File: src/rtl/music_sequencer_if.sv
`default_nettype none
// +--------------------------------------------------------------------+
// | music_sequencer_if : control, sheet-lookup and speaker signal group |
// | Revision: 1.0                                                       |
// +--------------------------------------------------------------------+
interface music_sequencer_if;
  logic        start;
  logic        stop;
  logic        pause;
  logic [19:0] note;
  logic [4:0]  duration;
  logic [9:0]  number;
  logic        speaker;
  logic        playing;
  logic        done;

  modport master (
    output start, stop, pause, note, duration,
    input  number, speaker, playing, done
  );

  modport slave (
    input  start, stop, pause, note, duration,
    output number, speaker, playing, done
  );
endinterface
`default_nettype wire

File: src/rtl/music_sequencer.sv
`default_nettype none
// +--------------------------------------------------------------------+
// | music_sequencer : steps the sheet index, times notes, drives speaker|
// | Revision: 1.0                                                       |
// +--------------------------------------------------------------------+
module music_sequencer #(
  parameter int EIGHTH_CYCLES = 12500000,
  parameter int LAST_INDEX    = 44,
  parameter bit LOOP          = 1'b0
) (
  input  logic              clk,
  input  logic              rst_n,
  music_sequencer_if.slave  bus
);

  localparam int              EW          = (EIGHTH_CYCLES > 1) ? $clog2(EIGHTH_CYCLES) : 1;
  localparam logic [EW-1:0]   EIGHTH_LAST = EW'(EIGHTH_CYCLES - 1);
  localparam logic [9:0]      LAST_NUM    = 10'(LAST_INDEX);

  typedef enum logic [1:0] {S_IDLE, S_LOAD, S_PLAY, S_DONE} state_t;

  state_t        state_q;
  logic [9:0]    number_q;
  logic          speaker_q;
  logic          playing_q;
  logic          done_q;
  logic [19:0]   note_q;
  logic [4:0]    units_q;
  logic [EW-1:0] eighth_q;
  logic [19:0]   tone_q;

  logic [4:0]    units_d;

  // A zero-length entry still plays for one eighth.
  assign units_d = (bus.duration == 5'd0) ? 5'd1 : bus.duration;

  always_ff @(posedge clk or negedge rst_n) begin
    if (!rst_n) begin
      state_q   <= S_IDLE;
      number_q  <= 10'd0;
      speaker_q <= 1'b0;
      playing_q <= 1'b0;
      done_q    <= 1'b0;
      note_q    <= 20'd0;
      units_q   <= 5'd0;
      eighth_q  <= '0;
      tone_q    <= 20'd0;
    end else if (bus.stop) begin
      state_q   <= S_IDLE;
      number_q  <= 10'd0;
      speaker_q <= 1'b0;
      playing_q <= 1'b0;
      done_q    <= 1'b0;
      note_q    <= 20'd0;
      units_q   <= 5'd0;
      eighth_q  <= '0;
      tone_q    <= 20'd0;
    end else begin
      case (state_q)
        S_IDLE: begin
          speaker_q <= 1'b0;
          if (bus.start) begin
            state_q   <= S_LOAD;
            playing_q <= 1'b1;
          end
        end

        S_LOAD: begin
          note_q    <= bus.note;
          units_q   <= units_d;
          eighth_q  <= '0;
          tone_q    <= 20'd0;
          speaker_q <= 1'b0;
          state_q   <= S_PLAY;
        end

        S_PLAY: begin
          if (bus.pause) begin
            speaker_q <= 1'b0;
          end else begin
            if (note_q >= 20'd2) begin
              if (tone_q == note_q - 20'd1) begin
                tone_q    <= 20'd0;
                speaker_q <= ~speaker_q;
              end else begin
                tone_q <= tone_q + 20'd1;
              end
            end else begin
              speaker_q <= 1'b0;
            end

            if (eighth_q == EIGHTH_LAST) begin
              eighth_q <= '0;
              units_q  <= units_q - 5'd1;
              if (units_q == 5'd1) begin
                if (number_q < LAST_NUM) begin
                  number_q <= number_q + 10'd1;
                  state_q  <= S_LOAD;
                end else if (LOOP) begin
                  number_q <= 10'd0;
                  state_q  <= S_LOAD;
                end else begin
                  state_q   <= S_DONE;
                  playing_q <= 1'b0;
                  done_q    <= 1'b1;
                  speaker_q <= 1'b0;
                end
              end
            end else begin
              eighth_q <= eighth_q + 1'b1;
            end
          end
        end

        S_DONE: begin
          speaker_q <= 1'b0;
          if (bus.start) begin
            number_q  <= 10'd0;
            state_q   <= S_LOAD;
            playing_q <= 1'b1;
            done_q    <= 1'b0;
          end
        end

        default: state_q <= S_IDLE;
      endcase
    end
  end

  assign bus.number  = number_q;
  assign bus.speaker = speaker_q;
  assign bus.playing = playing_q;
  assign bus.done    = done_q;

endmodule
`default_nettype wire

File: src/flat_wrapper.sv
// flat-port wrapper written by rule: the top's interface ports become plain ports
module music_sequencer_flat 
#(
  parameter int EIGHTH_CYCLES = 12500000,
  parameter int LAST_INDEX    = 44,
  parameter bit LOOP          = 1'b0
)
  (clk, rst_n, bus_start, bus_stop, bus_pause, bus_note, bus_duration, bus_number, bus_speaker, bus_playing, bus_done);
  music_sequencer_if bus_i ();
  input  logic clk;
  input  logic rst_n;
  input wire logic [$bits(bus_i.start)-1:0] bus_start;
  input wire logic [$bits(bus_i.stop)-1:0] bus_stop;
  input wire logic [$bits(bus_i.pause)-1:0] bus_pause;
  input wire logic [$bits(bus_i.note)-1:0] bus_note;
  input wire logic [$bits(bus_i.duration)-1:0] bus_duration;
  output wire logic [$bits(bus_i.number)-1:0] bus_number;
  output wire logic [$bits(bus_i.speaker)-1:0] bus_speaker;
  output wire logic [$bits(bus_i.playing)-1:0] bus_playing;
  output wire logic [$bits(bus_i.done)-1:0] bus_done;
  assign bus_i.start = bus_start;
  assign bus_i.stop = bus_stop;
  assign bus_i.pause = bus_pause;
  assign bus_i.note = bus_note;
  assign bus_i.duration = bus_duration;
  assign bus_number = bus_i.number;
  assign bus_speaker = bus_i.speaker;
  assign bus_playing = bus_i.playing;
  assign bus_done = bus_i.done;
  music_sequencer #(.EIGHTH_CYCLES(EIGHTH_CYCLES), .LAST_INDEX(LAST_INDEX), .LOOP(LOOP)) u_core (.clk(clk), .rst_n(rst_n), .bus(bus_i));
endmodule
File: config.mk
export PLATFORM = sky130hd
export DESIGN_NAME = music_sequencer_flat
export DESIGN_NICKNAME = d
export VERILOG_FILES = /design/src/rtl/music_sequencer_if.sv /design/src/rtl/music_sequencer.sv /design/src/flat_wrapper.sv
export SDC_FILE = /design/constraint.sdc
export NUM_CORES = 1
export LEC_CHECK = 0
export ABC_AREA = 0
export BUFFER_PORTS_ARGS = -buffer_cell sky130_fd_sc_hd__buf_2
export CORE_MARGIN = 8
export CORE_UTILIZATION = 35
export CTS_CLUSTER_DIAMETER = 80
export DETAILED_ROUTE_END_ITERATION = 12
export GPL_ROUTABILITY_DRIVEN = 0
export GPL_TIMING_DRIVEN = 0
export PLACE_DENSITY = 0.57
export SYNTH_ARGS = -nofsm -noshare
export SYNTH_HDL_FRONTEND = slang
export SYNTH_SLANG_ARGS = --single-unit
File: constraint.sdc
create_clock -name clk -period 7.91 [get_ports clk]
set_clock_uncertainty 0.15 [all_clocks]
set_input_delay 1.582 -clock clk [delete_from_list [all_inputs] [get_ports clk]]
set_output_delay 1.582 -clock clk [all_outputs]
set_load 0.01 [all_outputs]
After elaboration in Yosys (flattened, before gate mapping). Cells that the tools add are included.

Mux-type cells: 52. Bitwise gates (word level): 1. Order comparisons: 2. $add $sub $neg: 5. Eq/ne operators: 14. Reduce and logical (&&, ||, !) cells: 15.

Operators with widths (number): 20-bit 2-to-1 mux (6); 24-bit 2-to-1 mux (3); 10-bit 2-to-1 mux (6); 24-bit one-hot mux with 2 select lines (1); 20-bit one-hot mux with 2 select lines (1); 24-bit by 1-bit adder with 24-bit output, second input constant (1); 24-bit equality test, second input constant (1); 20-bit by 1-bit adder with 20-bit output, second input constant (1); 20-bit equality test (1); 20-bit by 2-bit >= comparator with 1-bit output, second input constant (1); 5-bit 2-to-1 mux (4); 10-bit one-hot mux with 2 select lines (1); 20-bit by 1-bit subtractor with 20-bit output, second input constant (1); 1-bit 2-to-1 mux (19); 6-bit AND reduction (3); 2-bit 2-to-1 mux (6); 3-bit by 2-bit != test with 1-bit output, second input constant (4); 10-bit by 1-bit adder with 10-bit output, second input constant (1); 10-bit by 6-bit < comparator with 1-bit output, second input constant (1); 5-bit one-hot mux with 2 select lines (1); 3-bit != test, second input constant (3); 3-bit nonzero test (3); 1-bit one-hot mux with 2 select lines (3); 2-bit one-hot mux with 3 select lines (1); other kinds (14) (16).

Logic and storage cells: 98. Output and inout bits: 13. Input port bits: 30. Register bits: 84.

Logic depth before layout (Yosys ltp).
Depth after elaboration: 10. Gate-level depth with buffers: 12. Depth with buffers taken out: 9.

Least setup slack after synthesis. No wires, ideal clock.

Path kind: input-to-reg. Start point: in bus_pause. End point: reg u_core.tone_q[5]. Cell stages on the path: 8. Path buffers: 1. Setup time: 0.143 ns. Slack: 4.544 ns. Required time: 7.617 ns. Data arrival time: 3.073 ns. Cells stage by stage: nor2b_1 -> nor3_1 -> a41o_1 -> clkbuf_1 -> nor2_1 -> nand4_1 -> xor2_1 -> nor3_1.

Word-level cells in the longest chain between the ends: 2.

Ends and longest elaborated chain: from (decl) (line flat_wrapper.sv:14) `input wire logic [$bits(bus_i.pause)-1:0] bus_pause;`; 3-bit != test (no line); 3-bit AND reduction (no line); to (signal assigned) (line music_sequencer.sv:86) `tone_q <= tone_q + 20'd1;`; to (decl) (line music_sequencer.sv:30) `logic [19:0] tone_q;`.

No other way between the ends. A chain may end at the register's enable or synchronous reset.

Final worst setup path. Same ends and word-level chain as after synthesis.

==> flow_summary_export.csv <==
group,metric,value,unit
status,outcome,"complete, no violations",
synth,ys_seq_area_share,40.69,%
routing,routed_wl,13.13,mm
routing,antenna_left,0,
clock_tree,cts_tree,"yes",
worst_setup_path,arrival,3.98,ns
floorplan,core_area,0.01448,sq mm
synth,ys_warn_count,0,
power_and_ir_drop,power_density,278.3,mW/mm^2
sta,hold_viol,0,
worst_setup_path,critPathKind,"input port to flop",
clock_tree,htreeDepth,3,
finish,diodes,0,
clock_tree,post-cts-setup-buffer-count,0,
place,hpwl,9.913,mm
synth,synth_cell_types,57,
power_and_ir_drop,finalPower,1.657,mW
synth,synthAdderAreaFrac,2.664,%
routing,firstDrtPassIters,4,
finish,utilization,41.13,%
synth,synth_compound_area_share,13.97,%
floorplan,die_x,137.5,um
global_route,track_usage,14.74,%
synth,synth_top_family_by_area,"simple AND/OR/NAND/NOR gates",
place,portBuffers,42,
finish,nNetsFinal,682,
floorplan,num_rows,44,
clock_tree,clock_path_buffers,2,
clock_tree,clkTransAtPathRegs,0.06,ns
worst_setup_path,critPathRequiredTime,7.95,ns
power_and_ir_drop,vdd_drop_max,166.8,uV
sta,tightest_slew,1.191,ns
clock_tree,cts.sinks,84,
run,maxCapViolations,0,
finish,stdcell_area,0.005954,sq mm
routing,viasPerCell,5.463,
worst_setup_path,critPathCaptureType,"flop",
worst_setup_path,crit_fanout,10,
synth,synth_top_area_share,40.69,%
synth,syn_area,0.005166,sq mm
synth,synthMuxAreaShare,4.674,%
sta,rsz0062_at_grt,"false",
floorplan,io_pins,43,
synth,synth_seq_cells,84,
clock_tree,cts-root-buf,"clkbuf_16",
routing,vias,4534,
place,dp_slack,3.693,ns
clock_tree,clock_latency,0.34,ns
floorplan,die_h,137.5,um
synth,synthArstFlopShare,100.0,%
global_route,grt_pass1_vias,4441,
synth,synth-simple-area-share,27.37,%
place,placed_area,0.005637,sq mm
clock_tree,cts_hold_buf,0,
finish,final_cells,830,
sta,fmax,253.4,MHz
synth,synth-edff-count,0,
synth,synth_top_area_cell,"dfrtp_1",
synth,synthTopCellsByArea,"dfrtp_1, o21ai_0, mux2i_1",
clock_tree,ctsResizeCount,0,
sta,max_slew_margin,19.98,%
synth,avgSynthCellArea,8.801,sq um
floorplan,die_area,0.01890,sq mm
synth,synthesis.nets,628,
routing,drt_iter0_drc,299,
finish,drive_gt1_share,11.15,%
synth,synth_xor_area_share,7.459,%
routing,drc,0,
sta,fin_tns_setup,0,ns
sta,period_share,49.89,%
synth,synth_ff_type,"dfrtp_1",
worst_setup_path,crit_path_start_kind,"input port",
clock_tree,numCtsBuffers,9,
global_route,gr-total-overflow,0,
global_route,grt_first_pass_wirelength,22.31,mm
sta,setup_viol,0,
sta,holdWs,0.3770,ns
routing,wire_per_inst,15.82,um
place,dpl.cell_count,814,
min_path,hp-class,"flop to flop",
synth,synth_cells,587,
power_and_ir_drop,p_leak,2.473,nW
floorplan,start_util,35.68,%
sta,maxSlewViolCount,0,
global_route,antenna_found_initial,0,
finish,syn2layout_area_growth,15.26,%
sta,period_needed,3.947,ns
global_route,grt_max_degree,56,
sta,finalWorstSetupSlack,3.963,ns
[flip-flops by register name, indices dropped and copies added, names as in the netlist]
name / cells
u_core.eighth_q: 24
u_core.tone_q: 20
u_core.bus.done: 1
u_core.note_q: 20
u_core.bus.number: 10
u_core.state_q: 2
u_core.bus.speaker: 1
u_core.units_q: 5
u_core.bus.playing: 1
[layout make-up]
cell class / count / area (sq um)
fillers: 1481 / 8524
repair buffers: 43 / 240.2
well taps: 184 / 230.2
flip-flops and latches: 84 / 2102
clock inverters: 5 / 75.07
inverters: 11 / 41.29
plain buffers: 28 / 122.6
multi-input cells: 464 / 2900
clock buffers: 11 / 242.7
[synthesized netlist by cell type (2+ instances only)]
cell type,count
nor3b_1,4
nor2_1,60
o21ai_0,48
xor2_1,21
a211oi_1,4
or2_2,5
and2_1,6
a21o_1,2
nand4_1,15
o21a_1,6
nand2_1,48
or3_1,5
nor4_1,17
nor3_1,38
nand3b_1,2
xnor2_1,23
ha_1,11
o22ai_1,2
or4_1,9
nand2b_1,13
mux2i_1,23
buf_6,2
a41o_1,2
o211ai_1,2
and4_1,5
clkbuf_1,19
and3_1,6
o31ai_1,14
dfrtp_1,84
buf_2,2
a21oi_1,18
and3b_1,2
a31oi_1,5
buf_1,5
a311oi_1,2
inv_1,11
nand4bb_1,2
nand3_1,22
nor2b_1,4
[critical path, stage by stage]
cell	delay, ns
buf_2	0.11
nor2b_1	0.06
nor3_1	0.94
a41o_1	0.32
clkbuf_1	0.40
nor2_1	0.21
nand4_1	0.15
xor2_1	0.15
nor3_1	0.06
[kinds of logic (layout without fill, tap and decap cells)]
group,after synthesis,after routing
AND/OR/NAND/NOR,268,268
AO/OA/AOI/OAI,117,117
adder cells (fa/ha/maj),11,11
XOR/XNOR,44,44
multiplexers,24,24
buffers and inverters,39,98
flip-flops,84,84
[power breakdown]
part | switching, mW | total, mW | internal, mW
Combinational | 0.402 | 0.659 | 0.257
Clock | 0.168 | 0.452 | 0.284
Sequential | 0.0651 | 0.547 | 0.482
Total | 0.635 | 1.66 | 1.02
[placed cells by master, fill, tap and decap left out, types with 3 or more instances in the layout]
cell type	synthesis	routed
ha_1	11	11
inv_1	11	11
nor2b_1	4	4
xor2_1	21	21
clkbuf_1	19	20
or3_1	5	5
or4_1	9	9
nand3_1	22	22
and4_1	5	5
nand2b_1	13	13
clkbuf_16	0	9
dfrtp_1	84	84
a21oi_1	18	18
mux2i_1	23	23
nor3b_1	4	4
o31ai_1	14	14
nand2_1	48	48
o21ai_0	48	48
and3_1	6	6
nor3_1	38	38
and2_1	6	6
a211oi_1	4	4
buf_1	5	5
clkinv_2	0	3
a31oi_1	5	5
nor2_1	60	60
xnor2_1	23	23
or2_2	5	5
buf_2	2	43
o21a_1	6	6
nor4_1	17	17
nand4_1	15	15
[worst paths after layout]
kind | startpoint | end | slack [ns] | cells past startpoint
worst max register to register | u_core.state_q[0] | u_core.tone_q[5] | 4.28 | 11
min in group asynchronous | rst_n | u_core.tone_q[16] | 1.02 | 1
max in group asynchronous | rst_n | u_core.state_q[0] | 5.97 | 2
worst min register to register | u_core.bus.number[9] | u_core.bus.number[9] | 0.38 | 1
worst min-delay path | u_core.bus.number[9] | u_core.bus.number[9] | 0.38 | 1
worst max-delay path | bus_pause | u_core.tone_q[5] | 3.96 | 9
[routing by layer]
| metal | global-route usage, % | part of all wire (%) | vias to the layer above |
|---|---|---|---|
| li1 | - | - | 2235 |
| met1 | 18.26 | 45 | 2214 |
| met2 | 25.06 | 51 | 70 |
| met3 | 3.574 | 2.9 | 15 |
| met4 | 3.862 | 1.3 | 0 |
| met5 | 0 | 0 | - |
No activity file was read; power rests on OpenSTA's default activity.
